`src/rtl/riv_counter_pkg.sv`:
```
// rtl/riv_counter_pkg.sv - shared state encoding and parameter limits for the timer
package riv_counter_pkg;

  typedef enum logic [1:0] {
    ST_IDLE = 2'd0,
    ST_RUN  = 2'd1,
    ST_DONE = 2'd2
  } state_e;

  localparam int WIDTH_MIN = 2;
  localparam int WIDTH_MAX = 32;
  localparam int PRE_W_MIN = 1;
  localparam int PRE_W_MAX = 8;

endpackage

```
`src/rtl/riv_prescaler.sv`:
```
// rtl/riv_prescaler.sv - enable-qualified divider; tick fires when the count reaches ratio
module riv_prescaler #(
  parameter int PRE_W = 4
) (
  input  logic             clk,
  input  logic             rst,
  input  logic             clear,
  input  logic             enable,
  input  logic [PRE_W-1:0] ratio,
  output logic             tick
);

  logic [PRE_W-1:0] cnt_q, cnt_d;

  always_comb begin
    tick  = enable && (cnt_q == ratio);
    cnt_d = cnt_q;
    if (clear || tick) begin
      cnt_d = '0;
    end else if (enable) begin
      cnt_d = cnt_q + 1'b1;
    end
  end

  always_ff @(posedge clk or posedge rst) begin
    if (rst) begin
      cnt_q <= '0;
    end else begin
      cnt_q <= cnt_d;
    end
  end

endmodule

```
`src/rtl/riv_timer.sv`:
```
// rtl/riv_timer.sv - one-shot / auto-reload down-counter with prescaler and expiry count
module riv_timer
  import riv_counter_pkg::*;
#(
  parameter int WIDTH = 16,
  parameter int PRE_W = 4,
  parameter int EXP_W = 8
) (
  input  logic             clk,
  input  logic             rst,
  input  logic [WIDTH-1:0] value,
  input  logic [PRE_W-1:0] prescale,
  input  logic             periodic,
  input  logic             load,
  input  logic             abort,
  input  logic             enable,
  output logic [WIDTH-1:0] count,
  output logic             busy,
  output logic             done,
  output logic             expire,
  output logic [EXP_W-1:0] exp_cnt
);

  state_e           state_q, state_d;
  logic [WIDTH-1:0] count_q, count_d;
  logic [WIDTH-1:0] reload_q, reload_d;
  logic [PRE_W-1:0] pre_q, pre_d;
  logic             mode_q, mode_d;
  logic             expire_q, expire_d;
  logic [EXP_W-1:0] exp_cnt_q, exp_cnt_d;
  logic             tick;

  // A tick in the same cycle as load/abort is discarded by the priority below.
  riv_prescaler #(.PRE_W(PRE_W)) u_prescaler (
    .clk    (clk),
    .rst    (rst),
    .clear  (abort | load),
    .enable ((state_q == ST_RUN) && enable),
    .ratio  (pre_q),
    .tick   (tick)
  );

  always_ff @(posedge clk or posedge rst) begin
    if (rst) begin
      state_q   <= ST_IDLE;
      count_q   <= '0;
      reload_q  <= '0;
      pre_q     <= '0;
      mode_q    <= 1'b0;
      expire_q  <= 1'b0;
      exp_cnt_q <= '0;
    end else begin
      state_q   <= state_d;
      count_q   <= count_d;
      reload_q  <= reload_d;
      pre_q     <= pre_d;
      mode_q    <= mode_d;
      expire_q  <= expire_d;
      exp_cnt_q <= exp_cnt_d;
    end
  end

  always_comb begin
    state_d   = state_q;
    count_d   = count_q;
    reload_d  = reload_q;
    pre_d     = pre_q;
    mode_d    = mode_q;
    expire_d  = 1'b0;
    exp_cnt_d = exp_cnt_q;
    if (abort) begin
      state_d   = ST_IDLE;
      count_d   = '0;
      exp_cnt_d = '0;
    end else if (load) begin
      reload_d  = value;
      pre_d     = prescale;
      mode_d    = periodic;
      exp_cnt_d = '0;
      count_d   = value;
      state_d   = (value == '0) ? ST_DONE : ST_RUN;
    end else if (tick) begin
      if (count_q > WIDTH'(1)) begin
        count_d = count_q - 1'b1;
      end else begin
        expire_d = 1'b1;
        if (exp_cnt_q != '1) begin
          exp_cnt_d = exp_cnt_q + 1'b1;
        end
        if (mode_q) begin
          count_d = reload_q;
        end else begin
          count_d = '0;
          state_d = ST_DONE;
        end
      end
    end
  end

  always_comb begin
    busy    = (state_q == ST_RUN);
    done    = (state_q == ST_DONE);
    count   = count_q;
    expire  = expire_q;
    exp_cnt = exp_cnt_q;
  end

endmodule

```
`config.mk`:
```
export PLATFORM = sky130hd
export DESIGN_NAME = riv_timer
export DESIGN_NICKNAME = d
export VERILOG_FILES = /design/src/rtl/riv_counter_pkg.sv /design/src/rtl/riv_prescaler.sv /design/src/rtl/riv_timer.sv
export SDC_FILE = /design/constraint.sdc
export NUM_CORES = 1
export LEC_CHECK = 0
export CORE_ASPECT_RATIO = 0.75
export CORE_MARGIN = 4
export CORE_UTILIZATION = 57
export DETAILED_ROUTE_END_ITERATION = 7
export PLACE_DENSITY = 0.93
export SETUP_SLACK_MARGIN = 0.15
export SKIP_LAST_GASP = 1
export SYNTH_ARGS = -nofsm -noshare
export SYNTH_HDL_FRONTEND = slang
export SYNTH_SLANG_ARGS = --single-unit
export TNS_END_PERCENT = 50
```
`constraint.sdc`:
```
create_clock -name clk -period 5.4 [get_ports clk]
set_clock_uncertainty 0.15 [all_clocks]
set_input_delay 0.81 -clock clk [delete_from_list [all_inputs] [get_ports clk]]
set_output_delay 0.81 -clock clk [all_outputs]
set_load 0.005 [all_outputs]
```
==> results of run 1 <==
==> sequential cells by signal, summed over array words and instances (netlist names) <==
signal / flops
u_prescaler.cnt_q: 4
expire: 1
pre_q: 4
exp_cnt: 8
mode_q: 1
state_q: 2
count: 16
reload_q: 16
==> metal layers <==
layer / vias up / global-route usage (%) / wire length [um]
li1: 1343 / - / -
met3: 22 / 7.32 / 960
met1: 1369 / 35.3 / 3480
met5: - / 0 / 0
met2: 186 / 39.5 / 3570
met4: 0 / 6.35 / 134
==> cells in the mapped netlist (all sizes together), types with 2 or more instances <==
| library cell | instances | area [um^2] |
|---|---|---|
| o22ai | 2 | 12.5 |
| nor2 | 23 | 86.3 |
| nand2b | 2 | 12.5 |
| a21oi | 14 | 70.1 |
| ha | 4 | 50.1 |
| nor3 | 5 | 25.0 |
| buf | 3 | 15.0 |
| or4 | 4 | 33.8 |
| o211ai | 3 | 22.5 |
| mux2 | 2 | 22.5 |
| and4 | 3 | 28.8 |
| or3 | 5 | 32.5 |
| o31ai | 2 | 15.0 |
| a221oi | 4 | 35.0 |
| and2 | 3 | 18.8 |
| clkbuf | 16 | 60.1 |
| nand4 | 6 | 37.5 |
| dfrtp | 52 | 1300 |
| xnor2 | 9 | 78.8 |
| and3 | 5 | 31.3 |
| nand2 | 90 | 338 |
| a31oi | 13 | 81.3 |
| a211oi | 3 | 27.5 |
| a221o | 2 | 20.0 |
| inv | 12 | 45.0 |
| nor2b | 3 | 18.8 |
| xor2 | 3 | 26.3 |
| o21ai | 18 | 90.1 |
| nor4 | 6 | 37.5 |
| o22a | 3 | 26.3 |
| nand3 | 11 | 55.1 |
| mux2i | 2 | 20.0 |
==> final cells by class <==
type	count	area, um^2
Multi-Input combinational cell	269	1520
Fill cell	376	1370
Sequential cell	52	1300
Timing Repair Buffer	54	536
Tap cell	60	75.1
Clock buffer	5	68.8
Inverter	12	45.0
Clock inverter	3	42.5
==> per-stage QoR <==
stage	cell area, um^2	setup WS, ns	hold slack [ns]	utilization [%]
floorplan	2940	2.90	0.288	-
global placement	3480	2.24	0.309	70.2
detailed placement	3480	2.17	0.316	70.2
CTS	3590	2.44	0.338	72.4
global route	3590	2.31	0.356	72.4
finish	3590	2.45	0.336	72.4
==> worst min-delay path: cells and delay by family (launching register included) <==
family / cells / cell delay (ns)
flip-flops: 1 / 0.35
AND/OR/NAND/NOR: 2 / 0.11
==> power by group <==
| part | switching, uW | internal (uW) | total [uW] |
|---|---|---|---|
| sequential | 50.5 | 426 | 477 |
| combinational | 146 | 123 | 269 |
| clock | 133 | 137 | 271 |
==> cells by family (layout without fill, tap and decap cells) <==
logic type               after synthesis  in the layout  synth area share (%)
buffers and inverters                 31             74                  4.08
multiplexers                           4              4                  1.45
flip-flops                            52             52                  44.2
AND/OR/NAND/NOR                      171            171                  27.1
AO/OA/AOI/OAI                         78             78                  17.9
XOR/XNOR                              12             12                  3.57
adder cells (fa/ha/maj)                4              4                  1.70
==> worst min-delay path by stage <==
stage | start | end | slack, ns | cells past startpoint
6_report | reload_q[5] | reload_q[5] | 0.34 | 2
5_1_grt | reload_q[5] | reload_q[5] | 0.36 | 2
4_1_cts | reload_q[5] | reload_q[5] | 0.34 | 2
3_5_place_dp | reload_q[7] | reload_q[7] | 0.32 | 2
3_3_place_gp | reload_q[7] | reload_q[7] | 0.31 | 2
2_1_floorplan | reload_q[0] | reload_q[0] | 0.29 | 2
==> flow_metrics.tcl, run 1 <==
set metrics [dict create \
    cp_top_family "simple AND/OR/NAND/NOR gates" \
    dp_cells 447 \
    tightest_slew_ns 1.08 \
    ys_seq_area_share_pct 44.2 \
    ctsResizeCount 0 \
    drv_cap 0 \
    drc 0 \
    cts.sinks 52 \
    holdBufCountCts 0 \
    synthFlopType "dfrtp_1" \
    drt_iter0_markers 295 \
    core_um2 4950 \
    drive_above_1_share_pct 5.06 \
    hold_path_class "register to register" \
    final_hold_viol_count 0 \
    wirelength_mm 8.15 \
    final_cell_mix "90 x nand2_1, 52 x dfrtp_1, 52 x clkdlybuf4s50_1, 23 x nor2_1, 17 x o21ai_0" \
    wl_per_cell_um 17.9 \
    synth_nets 382 \
    final_nets 424 \
    r2r_end "count[3]" \
    grt_pass1_wl_mm 13.1 \
    ff2ff_path_depth 5 \
    crit_path_cell_trace "clkdlybuf4s50_1 > and3b_1 > and2_1 > nand4_1 > or4_1 > a21oi_1" \
    cts_tree "yes" \
    via_count 2920 \
    ys_ff_latch 52 \
    die_h_um 70.2 \
    start_kind "primary input" \
    max_slew_margin_pct 28.2 \
    clock_latency_ns 0.31 \
    dp_hpwl_mm 5.88 \
    grt_start_max_net_pins 53 \
    cp.depth 6 \
    rsz0062_at_grt "false" \
    start_util_pct 59.4 \
    yosysWarnings 0 \
    path_buf_inv 1 \
    worst-path-max-fanout 11 \
    ys_async_sr_fraction_pct 100 \
    cts.root.buffer_cell "clkbuf_8" \
    cts.path.max_buffers 2 \
    die_x_um 91.0 \
    fin_crit_ns 2.95 \
    dieArea_um2 6390 \
    drtAntennaViolNets 0 \
    worstSetupEndpointType "register" \
    post_cts_buffers 0 \
    endpoint "exp_cnt[7]" \
    h-tree-depth 2 \
    r2r_start "count[6]" \
    synth_edf_count 0 \
    synthDistinctLibCells 55 \
    min_period_over_period_pct 54.7 \
    irDropWorstVdd_uv 148 \
    critPathSlowestCell "or4_1" \
    powerDensity_nw_per_um2 283 \
    ios 53 \
    grt_overflow 0 \
    gp_congestion 0.934 \
    io_buffers 52 \
    area_delta_synth_final_pct 22.0 \
    clk_pin_slew_worst_paths_ns 0.09 \
    p_leak_uw 0.00158 \
    gr-usage-all-layers_pct 25.5 \
    diodes 0 \
    routed_via_density 6.42 \
    syn_area_per_cell_um2 8.36 \
    power_uw 1020 \
    arrival_ns 3.02 \
    stdcell_count 455 \
    max_stage_delay_ns 0.59 \
    timing.fmax_ghz 0.339 \
    finalSetupViolCount 0 \
    tns_ns 0 \
    drt_first_pass_iters 5 \
    outcome "complete, no violations" \
    worstSetupPathType "primary input to register" \
    slew_viol_final 0 \
    startpoint "enable" \
    rrSetupSlack_ns 2.46 \
    synth_area_um2 2940 \
    grt_antenna_before_repair 0 \
    num_rows 22 \
    syn_inst 352 \
    required_ns 5.47 \
    numCtsBuffers 5 \
    grt_pass1_vias 2678 \
    layout_commonest_cell "nand2_1" \
]
Power figures use the tool's default switching activity.
==> run 2: changes to the inputs <==
CORE_UTILIZATION = 48   (was 57)
PLACE_DENSITY = 0.84   (was 0.93)
clock period = 2.5 ns   (was 5.4 ns; I/O delays follow)
==> flow_metrics.tcl, run 2 (synthesis gave the netlist of run 1 again) <==
set metrics [dict create \
    final_cell_mix "89 x nand2_1, 52 x clkdlybuf4s50_1, 50 x dfrtp_1, 36 x buf_4, 23 x nor2_1" \
    rrSetupSlack_ns 0.11 \
    drtAntennaViolNets 0 \
    r2r_start "count[6]" \
    timing.fmax_ghz 0.418 \
    grt_pass1_wl_mm 14.4 \
    clk_pin_slew_worst_paths_ns 0.09 \
    cp_top_family "simple AND/OR/NAND/NOR gates" \
    worstSetupEndpointType "register" \
    num_rows 24 \
    drv_cap 0 \
    cts_tree "yes" \
    placed_cell_area_um2 3750 \
    worstSetupPathType "register to register" \
    grt_overflow 0 \
    clock_latency_ns 0.31 \
    path_buf_inv 1 \
    holdBufCountCts 0 \
    powerDensity_nw_per_um2 565 \
    cts.root.buffer_cell "clkbuf_8" \
    dieArea_um2 7460 \
    grt_antenna_before_repair 0 \
    irDropWorstVdd_uv 249 \
    cp.depth 6 \
    final_nets 461 \
    min_period_over_period_pct 95.6 \
    die_x_um 98.4 \
    io_buffers 52 \
    routed_via_density 5.96 \
    start_util_pct 50.0 \
    stdcell_area_um2 3920 \
    layout_commonest_cell "nand2_1" \
    cts.path.max_buffers 2 \
    grt_pass1_vias 2843 \
    wirelength_mm 8.88 \
    crit_path_cell_trace "or4_4 > a211oi_2 > nand4_1 > buf_6 > or4_4 > a21oi_2" \
    final_hold_viol_count 0 \
    cts.sinks 52 \
    slew_viol_final 0 \
    arrival_ns 2.49 \
    dp_hpwl_mm 6.57 \
    rsz0062_at_grt "true" \
    ff2ff_path_depth 6 \
    diodes 0 \
    finalSetupViolCount 0 \
    required_ns 2.60 \
    max_slew_margin_pct 57.3 \
    hold_path_class "primary input to asynchronous set/reset pin" \
    wl_per_cell_um 17.4 \
    worst-path-max-fanout 6 \
    fin_crit_ns 2.39 \
    gr-usage-all-layers_pct 24.5 \
    start_kind "register" \
    tns_ns 0 \
    via_count 3033 \
    grt_start_max_net_pins 32 \
    drc 0 \
    drt_iter0_markers 404 \
    max_stage_delay_ns 0.59 \
    tightest_slew_ns 0.635 \
    gp_congestion 0.947 \
    fillers 508 \
    drt_first_pass_iters 5 \
    finish.utilization_pct 66.6 \
    ios 53 \
    area_delta_synth_final_pct 33.2 \
    h-tree-depth 2 \
    critPathSlowestCell "or4_4" \
    outcome "complete, no violations" \
    crit_path_frequent_cell "or4_4" \
    numCtsBuffers 5 \
    die_h_um 75.8 \
    drive_above_1_share_pct 16.0 \
    core_um2 5890 \
    p_leak_uw 0.00175 \
    r2r_end "exp_cnt[7]" \
]
run 2: how the worst max path moves through the flow:
stage               startpoint          to  slack [ns]
floorplan             count[0]  exp_cnt[7]        0.21
global placement     count[15]  exp_cnt[5]        0.22
detailed placement  exp_cnt[0]  exp_cnt[7]        0.15
CTS                   count[8]  exp_cnt[7]        0.17
global route          count[6]  exp_cnt[7]        0.01
finish                count[6]  exp_cnt[7]        0.11
run 2: timing repair:
action,4_1_cts,5_1_grt
pin swaps,0,6
resized for setup,1,15
setup endpoints to repair,1,16
setup buffers,0,6
run 2: cell type report:
cell class	count	area (um^2)	area share, %
Multi-Input combinational cell	269	1570	40.0
Inverter	12	45.0	1.15
Tap cell	78	97.6	2.49
Timing Repair Buffer	91	827	21.1
Clock inverter	1	5.00	0.128
Clock buffer	6	72.6	1.85
Sequential cell	52	1300	33.3
run 2: report_power, final:
group          internal (uW)  switching [uW]  leakage (uW)  total, uW
Sequential               921            82.8      0.000673       1000
Clock                    191             275     0.0000410        466
Combinational            356             389       0.00104        745
Total                   1470             747       0.00175       2220
run 2: routing by layer:
metal / wire length (um) / track usage (%) / share of wire (%)
met1: 3870 / 35.4 / 44
met2: 3770 / 36.2 / 42
met3: 1110 / 7.32 / 13
met4: 122 / 6.36 / 1.4
met5: 0 / 0 / 0
run 2: stage by stage:
stage	instances	hold slack, ns	setup slack (ns)	total power [uW]
detailed placement	496	0.313	0.151	1710
global route	509	0.299	0.0100	2330
floorplan	352	0.288	0.209	1370
global placement	496	0.309	0.218	1700
CTS	503	0.268	0.168	2170
finish	509	0.245	0.110	2220
